==> src/rtl/cdb_arbiter.sv <==
// cdb_arbiter: buffers completed FU results in per-FU FIFOs and broadcasts
// one per cycle on the common data bus, round-robin across FUs.
module cdb_arbiter #(
    parameter int unsigned NUM_FU     = 4,
    parameter int unsigned FIFO_DEPTH = 2,
    parameter int unsigned DATA_W     = 64,
    parameter int unsigned PRF_IDX_W  = 6,
    parameter int unsigned ROB_IDX_W  = 5
) (
    input  logic                          clk,
    input  logic                          rst_n,
    input  logic                          flush_i,
    input  logic [NUM_FU-1:0]             fu_done_i,
    input  logic [NUM_FU*DATA_W-1:0]      fu_result_i,
    input  logic [NUM_FU*PRF_IDX_W-1:0]   fu_dest_tag_i,
    input  logic [NUM_FU*ROB_IDX_W-1:0]   fu_rob_idx_i,
    output logic [NUM_FU-1:0]             fu_ready_o,
    output logic                          cdb_valid_o,
    output logic [DATA_W-1:0]             cdb_value_o,
    output logic [PRF_IDX_W-1:0]          cdb_tag_o,
    output logic [ROB_IDX_W-1:0]          cdb_rob_idx_o,
    output logic                          overflow_o
);

    localparam int unsigned PTR_W = (FIFO_DEPTH > 1) ? $clog2(FIFO_DEPTH) : 1;
    localparam int unsigned CNT_W = $clog2(FIFO_DEPTH + 1);
    localparam int unsigned FU_W  = (NUM_FU > 1) ? $clog2(NUM_FU) : 1;

    typedef struct packed {
        logic [DATA_W-1:0]    value;
        logic [PRF_IDX_W-1:0] tag;
        logic [ROB_IDX_W-1:0] rob_idx;
    } entry_t;

    entry_t             fifo_mem [NUM_FU][FIFO_DEPTH];
    entry_t             in_entry [NUM_FU];
    logic [PTR_W-1:0]   wr_ptr   [NUM_FU];
    logic [PTR_W-1:0]   rd_ptr   [NUM_FU];
    logic [CNT_W-1:0]   count    [NUM_FU];

    logic [NUM_FU-1:0]  push;
    logic [NUM_FU-1:0]  pop;
    logic [NUM_FU-1:0]  not_empty;
    logic               grant_valid;
    logic [FU_W-1:0]    grant_idx;
    logic [FU_W-1:0]    scan_idx;
    logic [FU_W-1:0]    rr_ptr;
    logic [FU_W-1:0]    rr_next;
    entry_t             head;

    // Per-FU ready/occupancy from registered count only, plus unpacked input entries
    always_comb begin
        fu_ready_o = '0;
        not_empty  = '0;
        push       = '0;
        for (int i = 0; i < NUM_FU; i++) begin
            fu_ready_o[i] = (count[i] < CNT_W'(FIFO_DEPTH));
            not_empty[i]  = (count[i] != '0);
            push[i]       = fu_done_i[i] && fu_ready_o[i] && !flush_i;
            in_entry[i].value   = fu_result_i[i*DATA_W +: DATA_W];
            in_entry[i].tag     = fu_dest_tag_i[i*PRF_IDX_W +: PRF_IDX_W];
            in_entry[i].rob_idx = fu_rob_idx_i[i*ROB_IDX_W +: ROB_IDX_W];
        end
    end

    // Round-robin scan of FIFO heads starting at rr_ptr
    always_comb begin
        grant_valid = 1'b0;
        grant_idx   = '0;
        scan_idx    = '0;
        pop         = '0;
        for (int unsigned k = 0; k < NUM_FU; k++) begin
            scan_idx = FU_W'((32'(rr_ptr) + k) % NUM_FU);
            if (!grant_valid && not_empty[scan_idx]) begin
                grant_valid = 1'b1;
                grant_idx   = scan_idx;
            end
        end
        if (grant_valid && !flush_i) begin
            pop[grant_idx] = 1'b1;
        end
        head    = fifo_mem[grant_idx][rd_ptr[grant_idx]];
        rr_next = (grant_idx == FU_W'(NUM_FU - 1)) ? '0 : grant_idx + FU_W'(1);
    end

    // FIFO pointers and occupancy; flush and reset empty every FIFO
    always_ff @(posedge clk or negedge rst_n) begin
        if (!rst_n) begin
            for (int i = 0; i < NUM_FU; i++) begin
                wr_ptr[i] <= '0;
                rd_ptr[i] <= '0;
                count[i]  <= '0;
            end
        end else if (flush_i) begin
            for (int i = 0; i < NUM_FU; i++) begin
                wr_ptr[i] <= '0;
                rd_ptr[i] <= '0;
                count[i]  <= '0;
            end
        end else begin
            for (int i = 0; i < NUM_FU; i++) begin
                if (push[i]) begin
                    wr_ptr[i] <= wr_ptr[i] + PTR_W'(1);
                end
                if (pop[i]) begin
                    rd_ptr[i] <= rd_ptr[i] + PTR_W'(1);
                end
                if (push[i] && !pop[i]) begin
                    count[i] <= count[i] + CNT_W'(1);
                end else if (!push[i] && pop[i]) begin
                    count[i] <= count[i] - CNT_W'(1);
                end
            end
        end
    end

    // FIFO storage; contents are qualified by count so no reset is needed
    always_ff @(posedge clk) begin
        for (int i = 0; i < NUM_FU; i++) begin
            if (push[i]) begin
                fifo_mem[i][wr_ptr[i]] <= in_entry[i];
            end
        end
    end

    // CDB broadcast registers, round-robin pointer and sticky overflow
    always_ff @(posedge clk or negedge rst_n) begin
        if (!rst_n) begin
            cdb_valid_o   <= 1'b0;
            cdb_value_o   <= '0;
            cdb_tag_o     <= '0;
            cdb_rob_idx_o <= '0;
            rr_ptr        <= '0;
            overflow_o    <= 1'b0;
        end else begin
            if (|(fu_done_i & ~fu_ready_o)) begin
                overflow_o <= 1'b1;
            end
            if (flush_i) begin
                cdb_valid_o <= 1'b0;
                rr_ptr      <= '0;
            end else if (grant_valid) begin
                cdb_valid_o   <= 1'b1;
                cdb_value_o   <= head.value;
                cdb_tag_o     <= head.tag;
                cdb_rob_idx_o <= head.rob_idx;
                rr_ptr        <= rr_next;
            end else begin
                cdb_valid_o <= 1'b0;
            end
        end
    end

endmodule

==> config.mk <==
export PLATFORM = sky130hd
export DESIGN_NAME = cdb_arbiter
export DESIGN_NICKNAME = d
export VERILOG_FILES = /design/src/rtl/cdb_arbiter.sv
export SDC_FILE = /design/constraint.sdc
export NUM_CORES = 1
export LEC_CHECK = 0
export ABC_AREA = 0
export ABC_CLOCK_PERIOD_IN_PS = 11650
export CELL_PAD_IN_SITES_DETAIL_PLACEMENT = 2
export CELL_PAD_IN_SITES_GLOBAL_PLACEMENT = 2
export CORE_AREA = 2 2 253 255
export CTS_BUF_LIST = sky130_fd_sc_hd__clkbuf_4 sky130_fd_sc_hd__clkbuf_8
export CTS_CLUSTER_SIZE = 8
export DETAILED_ROUTE_END_ITERATION = 16
export DIE_AREA = 0 0 255 257
export PLACE_DENSITY_LB_ADDON = 0.12
export SYNTH_ARGS = -nofsm -noshare
export SYNTH_HDL_FRONTEND = slang
export SYNTH_SLANG_ARGS = --single-unit
==> constraint.sdc <==
create_clock -name clk -period 11.65 [get_ports clk]
set_input_delay 2.33 -clock clk [delete_from_list [all_inputs] [get_ports clk]]
set_output_delay 2.33 -clock clk [all_outputs]
set_load 0.01 [all_outputs]
Yosys cells after proc, flatten, opt, wreduce, memory -nomap -nowiden
Memory sizes are Yosys's and may differ from the RTL's.
Index checks and enable logic that the tools add are counted.
{"block": "word_totals", "register_bits": 95, "ramBits": 600, "in_bits": 307, "n_memories": 1}
{"name": "fifo_mem", "depth": 4, "width": 150, "rd": 1, "rd_ports_with_merged_regs": 0, "write_ports": 4, "line": "35", "source": "entry_t fifo_mem [NUM_FU][FIFO_DEPTH];"}
{"block": "op_classes", "n_addsub": 20, "order_cmp": 20, "eq_ne": 1, "mux": 65, "n_bitwise": 9, "n_reduce_logical": 56}
{"op": "two-way mux 150 bit", "count": 4}
{"op": "two-way mux 75 bit", "count": 7}
{"op": "demux 75 bit (select 1 bit)", "count": 4}
{"op": "two-way mux 2 bit", "count": 15}
{"op": "nonzero test 2 bit", "count": 13}
{"op": "logical AND 1 bit", "count": 25}
{"op": "two-way mux 1 bit", "count": 25}
{"op": "less-than comparator 2 x 3 -> 1 bit, second input constant", "count": 5}
{"op": "adder 2 x 1 -> 2 bit, second input constant", "count": 6}
{"op": "logical NOT 1 bit", "count": 12}
{"op": "two-way mux 4 bit", "count": 3}
{"op": "nonzero test 3 bit", "count": 4}
{"op": "binary-select mux 1 bit (select 2 bit)", "count": 5}
{"op": ">= comparator 2 bit, second input constant", "count": 5}
{"op": "NOT 1 -> 2 bit", "count": 5}
{"op": "adder 1 bit, second input constant", "count": 8}
{"op": "less-than comparator 2 x 1 -> 1 bit, second input constant", "count": 4}
{"op": "less-than comparator 2 bit, second input constant", "count": 4}
{"op": "two-way mux 8 bit", "count": 1}
{"op": "subtractor 2 x 1 -> 2 bit, second input constant", "count": 4}
{"op": "adder 2 bit, second input constant", "count": 2}
{"op": "bitwise AND 4 bit", "count": 1}
{"op": "NOT 4 bit", "count": 1}
{"op": "OR reduction 4 bit", "count": 1}
{"op": "7 further kinds", "count": 7}

Logic depth before layout (Yosys ltp)
Gate-level depths: netlist of the first run.
{"block": "depth", "depth_word": 22, "mapped_depth": 10, "mapped_depth_nobuf": 8}

Worst setup path before layout of the first run
No wires, ideal clock.
{"block": "synth_timing", "path_kind": "input port to flip-flop", "start": "input flush_i", "end": "memory fifo_mem[0][0] (netlist name), enable pin", "setup_ps": 616, "t_arrival_ps": 8190, "path_slack_ps": 2844, "cell_stages": 3, "path_buffers": 2, "path_cell_list": "clkbuf_1 -> clkbuf_1 -> nor3b_1"}
{"element": "start: declaration", "line": "12", "source": "input logic flush_i,"}
{"element": "end: declaration", "line": "35"}

Worst setup path in the final report of the first run
{"block": "layout_timing", "start": "input flush_i", "end": "register cdb_value_o[44]"}
{"block": "layout_between", "elab_chain_len": 2}
{"element": "NOT 1 bit (no line)"}
{"element": "AND reduction 2 bit (no line)"}
{"element": "end signal: assignment", "line": "144", "source": "cdb_value_o <= head.value;"}
{"element": "end: declaration", "line": "19", "source": "output logic [DATA_W-1:0] cdb_value_o,"}
Every way passes these cells.
A chain may end at the register's enable or synchronous reset.

==> results of run 1 <==
## per-layer routing
layer,GRT usage [%],up-vias
li1,-,7372
met1,30.9,8801
met2,46.8,535
met3,6.85,214
met4,12.0,42
met5,0,-
## sequential cells by signal, summed over array words and instances, names as in the netlist
| name | flops |
|---|---|
| count | 8 |
| cdb_rob_idx_o | 5 |
| rr_ptr | 2 |
| cdb_valid_o | 1 |
| cdb_value_o | 64 |
| wr_ptr | 4 |
| overflow_o | 1 |
| fifo_mem | 600 |
| rd_ptr | 4 |
| cdb_tag_o | 6 |
## how the worst max path moves through the flow
stage                                              to  cells after the start  slack [ps]    start
after global placement    cdb_value_o[48]$_DFFE_PN0P_                      7        6240  flush_i
after global routing      cdb_value_o[52]$_DFFE_PN0P_                      7        6610  flush_i
after CTS                    cdb_tag_o[4]$_DFFE_PN0P_                      7        6830  flush_i
after floorplan              fifo_mem[0][0]$_DFFE_PP_                      3        2840  flush_i
after detailed placement  cdb_value_o[44]$_DFFE_PN0P_                      7        6050  flush_i
final                     cdb_value_o[44]$_DFFE_PN0P_                      7        6780  flush_i
## worst max-delay path, stage by stage
cell	delay, ps
clkdlybuf4s50_1	410
buf_4	240
a31o_4	260
nor3_4	1020
buf_4	760
o211ai_1	250
nand3_1	170
## placed cells by master (no fill, tap or decap), drive strengths merged, types with 2 or more instances in the layout
master	n
nor2	12
o21a	2
and3	2
o2111ai	2
nand3	226
o211ai	150
nor3b	5
a21oi	11
inv	10
nand2	87
clkinvlp	3
nor3	7
or4	2
clkdlybuf4s50	386
a31o	3
or2	3
diode	15
o41ai	2
o21ai	4
dfrtp	95
edfxtp	600
buf	28
xnor2	6
mux2	150
clkinv	18
xor2	4
o311ai	2
o21bai	2
mux2i	150
clkbuf	196
## per-stage QoR
step	setup slack, ps	cells
after global placement	6240	2807
after CTS	6830	3026
after detailed placement	6050	2807
after floorplan	2840	1661
final	6780	3041
after global routing	6610	3035
## cell families (layout without fill, tap and decap cells)
logic type                 after synthesis  count (layout)  synth area share [%]
other                                    0              15                     0
xor gates and xnor gates                10              10                 0.321
DFF                                    695             695                  74.7
AOI/OAI and AO/OA                      184             184                  5.13
adders and majority gates                1               1                0.0458
muxes                                  300             300                  11.7
buffers and inverters                  123             642                  2.03
and+or+nand+nor                        348             348                  6.11
## final cells by class
class	count	area [um^2]	area share [%]
Timing Repair Buffer	414	4070	11.8
Sequential cell	695	20400	59.1
Tap cell	846	1060	3.06
Multi-Input combinational cell	843	6420	18.6
Clock inverter	23	139	0.402
Inverter	9	38.8	0.112
Antenna cell	15	37.5	0.109
Clock buffer	196	2370	6.87
## power by group through the flow
stage                     registers (mW)  logic (mW)  clock network, mW
after global routing                3.37        2.86               2.44
after CTS                           3.34        2.67               2.35
after floorplan                     3.33        1.54                  0
final                               3.34        2.62               2.30
after global placement              3.36        2.53                  0
after detailed placement            3.38        2.63                  0
==> impl_metrics.csv, run 1 <==
group,metric,value,unit
outcome,status,"finished, final reports clean",
layout,area_delta_synth_final,26.5,%
floorplan,core_region_area,0.0627,mm^2
setup_path,ff2ff_setup_slack,7030,ps
detailed_routing,dr.pass1.iters,5,
setup_path,r2r_end,"cdb_value_o[46]$_DFFE_PN0P_",
min_path,min_path_cells,2,
timing,fin_skew,39.3,ps
yosys,syn_avg_cell_area,16.4,um^2
timing,max_freq,0.205,GHz
yosys,post_synth_num_cell_types,49,
timing,tightest_slew,1290,ps
pwr,p_leak,11.8,nW
yosys,post-synth-top-count-cell,"edfxtp_1",
yosys,syn-cell-area,0.0273,mm^2
yosys,yosys_warnings,0,
detailed_routing,wl_met2,45.5,mm
place,dpl_cell_area,0.0320,mm^2
global_route,grt-ovfl-total,0,
global_route,grt_pass1_wl,127,mm
pwr,p_seq_share,40.4,%
yosys,synth_top_area_cell,"edfxtp_1",
detailed_routing,ant_nets,0,
global_route,grt.total_usage,26.8,%
global_route,grt_pass1_vias,19461,
setup_path,r2r_start,"count[5]$_DFFE_PN0P_",
pwr,clock_power_share,27.8,%
yosys,synthTopCellsByCount,"edfxtp_1 (600), nand3_1 (226), mux2_2 (150), mux2i_1 (150), o211ai_1 (150)",
timing,finalSetupViolCount,0,
timing,hold_violations,0,
pwr,p_comb_share,31.8,%
setup_path,path_max_fanout,53,
floorplan,die-width,255,um
yosys,synth_edf_count,600,
yosys,synth-seq-cells,695,
detailed_routing,drt_iter0_drc,968,
timing,min_period,4870,ps
place,io_buffers,387,
floorplan,fp.dieArea,0.0655,mm^2
layout,fill_cells,5590,
setup_path,cp-end-kind,"register",
detailed_routing,top_layer_used,"met5",
pwr,netSwitchingFraction,35.4,%
yosys,synth.area.top_cells,"edfxtp_1 (66%), dfrtp_1 (8.7%), mux2_2 (6.2%)",
clock_tree,holdBufCountCts,0,
yosys,ys.flop_type,"edfxtp_1",
setup_path,cp-start-kind,"input pin",
pwr,switching_power,2.92,mW
timing,drv_slew,0,
min_path,min_from,"cdb_value_o[18]$_DFFE_PN0P_",
detailed_routing,wl_met1,32.8,mm
layout,nNetsFinal,2387,
timing,fin_crit_sh,41.8,%
yosys,seq_area_frac_synth,74.7,%
yosys,synth_top_area_share,66.0,%
setup_path,ff2ff_path_depth,8,
layout,design_area,0.0346,mm^2
place,detailed_place_hpwl,53.2,mm
pwr,irDropWorstVdd,0.000175,V
pwr,power_density,239,mW/mm^2
yosys,synthCells,1661,
detailed_routing,route.detailed.drc,0,
detailed_routing,num_vias,16964,
floorplan,pin_count,388,
detailed_routing,routed_wl,87.4,mm
global_route,grt_max_degree,93,
job,maxCapViolCount,0,
layout,layout-drive-gt1-share,18.9,%
detailed_routing,routed_via_density,5.58,
clock_tree,cts-root-buf,"clkbuf_8",
clock_tree,cts_tree,"built",
clock_tree,cts_max_path_buffers,3,
clock_tree,clock-sinks,695,
setup_path,crit_arrival,5520,ps
pwr,p_total,8.25,mW
yosys,syn-num-nets,1969,
setup_path,worstPathRequired,12300,ps
clock_tree,postCtsSetupBuffers,0,
clock_tree,path_clk_slew,60,ps
timing,tns,0,ps
timing,maxSlewHeadroom,13.9,%
min_path,whs_endpoint,"cdb_value_o[18]$_DFFE_PN0P_",
setup_path,worstSetupPathType,"in -> reg",
pwr,p_int,5.33,mW
clock_tree,ctsResizeCount,0,
global_route,antenna_found_initial,36,
clock_tree,cts_made_buffers,116,
detailed_routing,wl_met3,5.13,mm
min_path,min_path_type,"reg -> reg",
floorplan,start_util,43.5,%
timing,fin_hold_ws,504,ps
yosys,async_reset_ff_share,13.7,%
clock_tree,htreeDepth,3,
layout,final_core_util,55.1,%
clock_tree,clkLatencyLatePin,740,ps
floorplan,die_y,257,um
floorplan,fp-row-count,92,
place,finalWeightedCongestion,0.807,
detailed_routing,wire_per_inst,28.7,um
timing,grt_setup_unrepaired,"no",
Note: power is estimated with default switching activity, not from simulation.
==> run 2, diff against run 1 <==
Settings changed: ABC_CLOCK_PERIOD_IN_PS 11650 to 4550, CORE_AREA 2 2 253 255 to 2 2 262 264, DIE_AREA 0 0 255 257 to 0 0 264 266.
Clock period 11.65 ns to 4.55 ns, I/O delays scaled along.
==> run 2 against run 1 <==
- critical path depth is the same
- clock skew shrank 8.9 ps
- hold slack lost 330 ps
- register-to-register slack lost 5500 ps
- power grew to 2.5 times the previous value
- cell count grew 0.99%
- global-route usage shrank 2.4 points
- critical path type is now reg -> reg
- critical endpoint is now cdb_rob_idx_o[2]$_DFFE_PN0P_
- largest power group unchanged
==> impl_metrics.csv, run 2 (synthesis results as in run 1) <==
group,metric,value,unit
outcome,status,"finished, final reports clean",
setup_path,ff2ff_setup_slack,1510,ps
floorplan,pin_count,388,
timing,fin_skew,30.4,ps
floorplan,fp-row-count,96,
floorplan,die-width,264,um
layout,fill_cells,6197,
layout,final_common_cell,"edfxtp_1",
pwr,switching_power,7.42,mW
clock_tree,path_clk_slew,60,ps
clock_tree,cts_made_buffers,117,
layout,instances_no_fill,3071,
pwr,p_comb_share,32.2,%
floorplan,fp.dieArea,0.0702,mm^2
layout,area_delta_synth_final,27.1,%
pwr,netSwitchingFraction,35.4,%
timing,tns,0,ps
setup_path,worstPathRequired,5170,ps
detailed_routing,routed_wl,85.8,mm
pwr,p_int,13.6,mW
timing,tightest_slew,970,ps
global_route,grt_max_degree,151,
timing,fin_hold_ws,174,ps
place,io_buffers,387,
global_route,antenna_found_initial,31,
setup_path,r2r_end,"cdb_rob_idx_o[2]$_DFFE_PN0P_",
layout,final_cell_mix,"edfxtp_1 (600), clkdlybuf4s50_1 (386), nand3_1 (226)",
global_route,grt_pass1_vias,18892,
detailed_routing,routed_via_density,5.44,
setup_path,path_cells,"or4_4, o2111ai_4, nand2_4, inv_6, buf_4, o211ai_1, nand3_1",
setup_path,ff2ff_path_depth,7,
setup_path,cp-start-kind,"register",
place,detailed_place_hpwl,55.0,mm
floorplan,start_util,40.3,%
setup_path,path_max_fanout,81,
timing,min_period,3040,ps
global_route,grt-ovfl-total,0,
clock_tree,postCtsSetupBuffers,0,
global_route,grt_pass1_wl,125,mm
detailed_routing,route.detailed.drc,0,
layout,final_core_util,51.2,%
pwr,p_seq_share,40.9,%
setup_path,worstSetupPathType,"reg -> reg",
clock_tree,clock-sinks,695,
timing,fin_crit_sh,66.8,%
clock_tree,clkLatencyLatePin,710,ps
detailed_routing,wire_per_inst,27.9,um
place,finalWeightedCongestion,0.787,
layout,multi_input_area,0.00646,mm^2
pwr,clock_power_share,26.9,%
layout,nNetsFinal,2390,
timing,maxSlewHeadroom,35.2,%
setup_path,crit_arrival,3660,ps
clock_tree,htreeDepth,3,
detailed_routing,dr.pass1.iters,5,
setup_path,cp-end-kind,"register",
detailed_routing,drt_iter0_drc,1082,
timing,max_freq,0.329,GHz
detailed_routing,num_vias,16710,
global_route,grt.total_usage,24.4,%
detailed_routing,ant_nets,0,
layout,largest_register_ffs,600,
timing,hold_violations,0,
pwr,p_leak,11.9,nW
layout,layout-drive-gt1-share,18.8,%
pwr,irDropWorstVdd,0.00120,V
layout,seq_area,0.0204,mm^2
min_path,min_path_type,"in -> async",
setup_path,r2r_start,"count[5]$_DFFE_PN0P_",
timing,finalSetupViolCount,0,
clock_tree,holdBufCountCts,0,
place,place_inst,2845,
floorplan,core_region_area,0.0677,mm^2
timing,drv_slew,0,
setup_path,slowest_delay,590,ps
clock_tree,cts_tree,"built",
clock_tree,cts_max_path_buffers,3,
clock_tree,cts-root-buf,"clkbuf_8",
pwr,power_density,604,mW/mm^2
timing,grt_setup_unrepaired,"no",
floorplan,die_y,266,um
job,maxCapViolCount,0,
setup_path,crit_path_top_delay_cell,"or4_4",
clock_tree,ctsResizeCount,0,
run 2: critical path, delay by kind of cell, from the launching register on:
| family | cells | cell delay (ps) |
|---|---|---|
| compound gates | 2 | 360 |
| flops | 1 | 480 |
| simple gates | 3 | 900 |
| buf+inv | 2 | 1080 |
run 2: area by class of cell:
class                   count  area share [%]
multi-input cells         843            18.6
inverters                   9           0.112
well taps                 882            3.18
clock buffers             192            6.53
diodes                      7          0.0505
repair buffers            416            12.3
flip-flops and latches    695            58.8
clock inverters            27           0.375
run 2: routing by layer:
layer | wire length [um] | part of all wire (%) | up-vias | GRT usage, %
met5 | 305 | 0.36 | - | 0
met4 | 2450 | 2.8 | 50 | 7.95
met2 | 45100 | 53 | 482 | 43.8
met3 | 5260 | 6.1 | 173 | 6.80
li1 | - | - | 7356 | -
met1 | 32700 | 38 | 8649 | 28.1
run 2: how the worst max path moves through the flow:
| stage | slack [ps] | end | from | depth (start not counted) |
|---|---|---|---|---|
| 4_1_cts | 1510 | cdb_rob_idx_o[2]$_DFFE_PN0P_ | count[5]$_DFFE_PN0P_ | 7 |
| 2_1_floorplan | -230 | fifo_mem[1][100]$_DFFE_PP_ | flush_i | 3 |
| 3_3_place_gp | 1340 | fifo_mem[1][122]$_DFFE_PP_ | flush_i | 4 |
| 5_1_grt | 1390 | cdb_rob_idx_o[2]$_DFFE_PN0P_ | count[4]$_DFFE_PN0P_ | 7 |
| 6_report | 1510 | cdb_rob_idx_o[2]$_DFFE_PN0P_ | count[5]$_DFFE_PN0P_ | 7 |
| 3_5_place_dp | 1290 | cdb_value_o[60]$_DFFE_PN0P_ | flush_i | 7 |
run 2: per-stage QoR:
stage	power [mW]	area, um^2	setup WS [ps]
detailed placement	15.6	32300	1290
global placement	15.2	32300	1340
finish	21.0	34700	1510
global route	22.1	34700	1390
CTS	21.3	34700	1510
floorplan	12.4	27300	-231
run 2: power groups by stage:
stage / clock [mW] / sequential [mW] / combinational, mW
4_1_cts: 5.79 / 8.61 / 6.91
5_1_grt: 6.05 / 8.67 / 7.35
6_report: 5.64 / 8.58 / 6.74
3_3_place_gp: 0 / 8.66 / 6.58
3_5_place_dp: 0 / 8.72 / 6.85
2_1_floorplan: 0 / 8.50 / 3.95
==> run 3, diff against run 2 <==
Settings changed: ABC_CLOCK_PERIOD_IN_PS 4550 to 2940.
Clock period 4.55 ns to 2.94 ns, I/O delays scaled along.
==> run 3 against run 2 <==
- flip-flop and latch count unchanged
- critical path depth down 1
- sequential power up 54%
- first-iteration DRC count up 3.0%
- fmax up 20%
- clock skew about the same
- die area unchanged
- global-route usage down 0.47 points
- wire length down 2.1%
- sequential share of layout area down 0.77 points
- clock power up 63%
- critical path type unchanged
- highest routed layer unchanged
==> impl_metrics.csv, run 3 (synthesis results as in run 1) <==
group,metric,value,unit
clock_tree,cts_max_path_buffers,3,
layout,final_common_cell,"edfxtp_1",
place,pre_cts_slack,193,ps
place,finalWeightedCongestion,0.781,
pwr,irDropWorstVdd,0.000954,V
pwr,p_leak,12.1,nW
clock_tree,cts_tree,"built",
place,detailed_place_hpwl,55.5,mm
timing,maxSlewHeadroom,40.7,%
timing,drv_slew,0,
timing,min_period,2530,ps
layout,final_cell_mix,"edfxtp_1 (600), clkdlybuf4s50_1 (386), nand3_1 (226)",
clock_tree,postCtsSetupBuffers,0,
layout,final_core_util,51.9,%
pwr,p_total,32.9,mW
layout,nNetsFinal,2412,
setup_path,crit_arrival,3100,ps
detailed_routing,routed_via_density,5.44,
job,maxCapViolCount,0,
floorplan,core_region_area,0.0677,mm^2
setup_path,crit_path_top_delay_cell,"or4_4",
detailed_routing,drt_iter0_drc,1115,
pwr,power_density,937,mW/mm^2
floorplan,start_util,40.3,%
layout,area_delta_synth_final,28.8,%
pwr,p_int,21.6,mW
detailed_routing,wire_per_inst,27.2,um
timing,grt_setup_unrepaired,"no",
pwr,p_seq_share,40.1,%
floorplan,fp.dieArea,0.0702,mm^2
min_path,min_path_type,"in -> reg",
clock_tree,cts-root-buf,"clkbuf_8",
min_path,min_path_cells,1,
pwr,switching_power,11.4,mW
outcome,status,"finished, final reports clean",
timing,fin_hold_ws,459,ps
floorplan,die-width,264,um
layout,fill_cells,6138,
timing,fin_skew,30.0,ps
clock_tree,path_clk_slew,60,ps
clock_tree,clkLatencyLatePin,710,ps
clock_tree,cts_made_buffers,117,
pwr,netSwitchingFraction,34.5,%
detailed_routing,num_vias,16822,
setup_path,path_max_fanout,122,
pwr,p_comb_share,32.0,%
global_route,grt.total_usage,23.9,%
setup_path,cp-start-kind,"register",
setup_path,cp-end-kind,"register",
detailed_routing,routed_wl,84.0,mm
floorplan,die_y,266,um
global_route,grt-ovfl-total,0,
layout,multi_input_area,0.00647,mm^2
timing,fin_ws,408,ps
setup_path,worstPathRequired,3510,ps
setup_path,ff2ff_path_depth,6,
clock_tree,htreeDepth,3,
place,io_buffers,387,
detailed_routing,route.detailed.drc,0,
floorplan,fp-row-count,96,
detailed_routing,ant_nets,0,
setup_path,path_cells,"or4_4, o2111ai_4, buf_12, nand3_1, o211ai_1, nand3_1",
setup_path,slowest_delay,610,ps
global_route,grt_pass1_wl,123,mm
clock_tree,ctsResizeCount,0,
setup_path,worstSetupPathType,"reg -> reg",
pwr,clock_power_share,27.9,%
layout,layout-drive-gt1-share,20.2,%
timing,max_freq,0.395,GHz
timing,finalSetupViolCount,0,
setup_path,crit_top_cell,"nand3_1",
global_route,grt_pass1_vias,18923,
layout,seq_area,0.0204,mm^2
timing,fin_crit_sh,86.1,%
global_route,antenna_found_initial,17,
timing,tightest_slew,890,ps
layout,largest_register_ffs,600,
clock_tree,holdBufCountCts,1,
global_route,grt_max_degree,123,
clock_tree,clock-sinks,695,
timing,hold_violations,0,
detailed_routing,dr.pass1.iters,5,
floorplan,pin_count,388,
## run 3: cell types whose count changed in the layout (fill, tap and decap cells not counted), sizes merged
cell and delta:
clkbuf +9, inv -2, dlygate4sd3 +1, clkinv -7, clkinvlp +3, buf +21
diode -3, bufinv +1
## run 3: worst paths after layout
path	start	endpoint	slack (ps)
setup reg to reg	count[4]$_DFFE_PN0P_	cdb_value_o[46]$_DFFE_PN0P_	410
max in group asynchronous	rst_n	rd_ptr[3]$_DFFE_PN0P_	1560
min in group asynchronous	rst_n	cdb_value_o[37]$_DFFE_PN0P_	470
hold reg to reg	cdb_value_o[15]$_DFFE_PN0P_	cdb_value_o[15]$_DFFE_PN0P_	480
hold / removal	fu_result_i[166]	fifo_mem[2][124]$_DFFE_PP_	460
setup / recovery	count[4]$_DFFE_PN0P_	cdb_value_o[46]$_DFFE_PN0P_	410
## run 3: metrics by stage
step | TNS [ps] | instance area (um^2) | std cells
2_1_floorplan | -139070 | 27400 | 1661
3_3_place_gp | 0 | 32600 | 2866
3_5_place_dp | 0 | 32600 | 2866
4_1_cts | 0 | 35200 | 3090
5_1_grt | 0 | 35200 | 3094
6_report | 0 | 35200 | 3094
## run 3: final cells by class
cell class	instances	share of cell area (%)
Antenna cell	4	0.0285
Clock buffer	201	6.92
Clock inverter	22	0.398
Inverter	9	0.110
Multi-Input combinational cell	843	18.4
Sequential cell	695	58.0
Tap cell	882	3.14
Timing Repair Buffer	438	13.0
## run 3: worst max-delay path: cells and delay by family (launching register included)
kind / cells / cell delay, ps
buf+inv: 1 / 520
simple gates: 3 / 920
flops: 1 / 470
compound gates: 2 / 420
## run 3: power groups by stage
stage | Combinational, mW | Sequential (mW) | Clock [mW]
2_1_floorplan | 6.14 | 13.1 | 0
3_3_place_gp | 10.4 | 13.4 | 0
3_5_place_dp | 10.7 | 13.4 | 0
4_1_cts | 10.8 | 13.2 | 9.41
5_1_grt | 11.5 | 13.3 | 9.80
6_report | 10.6 | 13.2 | 9.18
## run 3: routing by layer
metal,share of wire (%),vias up,global-route usage (%)
met5,0.17,-,0
met4,2.9,20,8.17
met3,5.1,149,4.97
met2,52,491,41.9
met1,40,8757,29.4
li1,-,7405,-
==> edit (settings of run 1) <==
Reset style: synchronous (`rst_n`), changed in 2 clocked blocks.
--- a/src/rtl/cdb_arbiter.sv
+++ b/src/rtl/cdb_arbiter.sv
@@ -84,7 +84,7 @@
     end
 
     // FIFO pointers and occupancy; flush and reset empty every FIFO
-    always_ff @(posedge clk or negedge rst_n) begin
+    always_ff @(posedge clk) begin
         if (!rst_n) begin
             for (int i = 0; i < NUM_FU; i++) begin
                 wr_ptr[i] <= '0;
@@ -124,7 +124,7 @@
     end
 
     // CDB broadcast registers, round-robin pointer and sticky overflow
-    always_ff @(posedge clk or negedge rst_n) begin
+    always_ff @(posedge clk) begin
         if (!rst_n) begin
             cdb_valid_o   <= 1'b0;
             cdb_value_o   <= '0;
Behaviour: not the same (Yosys sat finds a counterexample within 4 cycles, from zero or initial values and one cycle with rst_n low; the reset may be asserted at any time).
==> edit against run 1 <==
Worst hold slack improved by 0.041 ns; clock skew decreased by 0.0069 ns; cell area decreased by 3.3%; sequential cell count unchanged; setup slack got worse by 0.31 ns; cell count decreased by 11%; total power increased by 6.1%; critical path depth increased by 4; routed wire length decreased by 7.2%; synthesized area decreased by 4.2%; register-to-register slack got worse by 0.56 ns; largest cell class unchanged; sequential power decreased by 5%.
==> edit: results (changes against run 1) <==
CP max FO -> 72 (was 53)
RR Endpoint -> cdb_value_o[30] (was cdb_value_o[46])
Largest register FFs -> 600 (unchanged)
Clock buffer cells -> 181 (was 196)
Leak pwr -> 10.86 nW (was 11.83 nW)
Hold Path Sink -> cdb_value_o[52] (was cdb_value_o[18])
Largest net degree at the start of global routing -> 90 (was 93)
Adder-Cell Fraction of Synth Area -> 0.3347% (was 0.04582%)
Crit path arrival time -> 5.72 ns (was 5.52 ns)
Ant diodes -> 23 (was 15)
Reg area -> 0.02006 mm2 (was 0.02041 mm2)
Worst slack, placed -> 5.945 ns (was 6.054 ns)
FMAX -> 193.0 MHz (was 205.2 MHz)
Fillers -> 5458 (was 5590)
Non-clk buf share -> 12.08% (was 11.79%)
Status -> completed (unchanged)
FFs w/ async S/R, synth -> 0% (was 13.67%)
Hold_ws -> 0.5446 ns (was 0.5040 ns)
Post-Place Cells -> 2459 (was 2807)
Dpl hpwl -> 50.99 mm (was 53.20 mm)
Buffers excl. clock -> 409 (was 414)
R2r worst-path depth -> 11 (was 8)
Drt pass-1 iters -> 5 (unchanged)
Initial antenna violation count -> 31 (was 36)
Clock transition at the registers of the reported paths -> 0.07 ns
Multi-input gate area -> 0.005787 mm2 (was 0.006421 mm2)
Clock Latency Late Sink -> 0.72 ns (was 0.74 ns)
Crit-path max cell delay -> 0.97 ns (was 1.02 ns)
Syn_area_per_cell -> 20.51 um2 (was 16.44 um2)
GR Util All Layers -> 24.84% (was 26.81%)
Final Skew -> 0.03235 ns (was 0.03928 ns)
XOR/XNOR Fraction of Synth Area -> 0.2008% (was 0.3207%)
Initial DRC count -> 1082 (was 968)
Clock buffer count from CTS -> 115 (was 116)
IO Port Bufs -> 387 (unchanged)
Logic inverters -> 12 (was 9)
Synth Area in Compound Gates -> 3.529% (was 5.127%)
Number of synthesized flops with an enable pin -> 614 (was 600)
Vias per Instance -> 5.367 (was 5.578)
Worst hold start -> cdb_value_o[52] (was cdb_value_o[18])
Multi-input logic portion of the cell area -> 17.31% (was 18.58%)
Register area share after synthesis -> 76.66% (was 74.68%)
P_int -> 5.881 mW (was 5.332 mW)
CP Capture Point -> cdb_value_o[30] (was cdb_value_o[44])
WL/cell -> 30.03 um (was 28.74 um)
Reg-to-reg setup timing slack -> 6.47 ns (was 7.03 ns)
PwrDens -> 261.9 mW/mm2 (was 238.9 mW/mm2)
Clk cell area share -> 7.131% (was 7.268%)
Count of cell types in the netlist -> 47 (was 49)
Final #Nets -> 2044 (was 2387)
Share of cells above drive strength 1 -> 21.46% (was 18.90%)
Rel. slew slack -> 25.12% (was 13.90%)
Worst VDD drop -> 0.2835 mV (was 0.1752 mV)
WS Path Type -> register to register (was primary input to register)
Non-filler instance count after layout -> 2700 (was 3041)
FF-to-FF Start -> count[2][1] (was count[5])
Multi-input gates -> 497 (was 843)
Routability congestion estimate -> 0.7927 (was 0.8069)
Post-synthesis mux area share -> 16.16% (was 11.68%)
[edit: cell count changes after synthesis, sizes merged, moves of 73 or more]
cell	delta
mux4	+153
o211ai	-149
o21ai	+73
mux2i	-73
mux2	-149
dfxtp	+81
dfrtp	-95
nand3	-222
[edit: power by group through the flow]
stage	Clock (mW)	Combinational, mW	Sequential (mW)
detailed placement	0	3.40	3.22
floorplan	0	2.31	3.23
CTS	2.26	3.42	3.18
global route	2.37	3.63	3.20
global placement	0	3.28	3.20
finish	2.20	3.37	3.18
[edit: per-layer routing]
| metal | share of wire [%] | up-vias | routed length (um) | track usage, % |
|---|---|---|---|---|
| li1 | - | 6204 | - | - |
| met1 | 39 | 7643 | 31250 | 30.75 |
| met2 | 53 | 502 | 42940 | 42.46 |
| met3 | 5.9 | 125 | 4779 | 5.078 |
| met4 | 2.5 | 18 | 1994 | 10.32 |
| met5 | 0.14 | - | 117 | 0 |
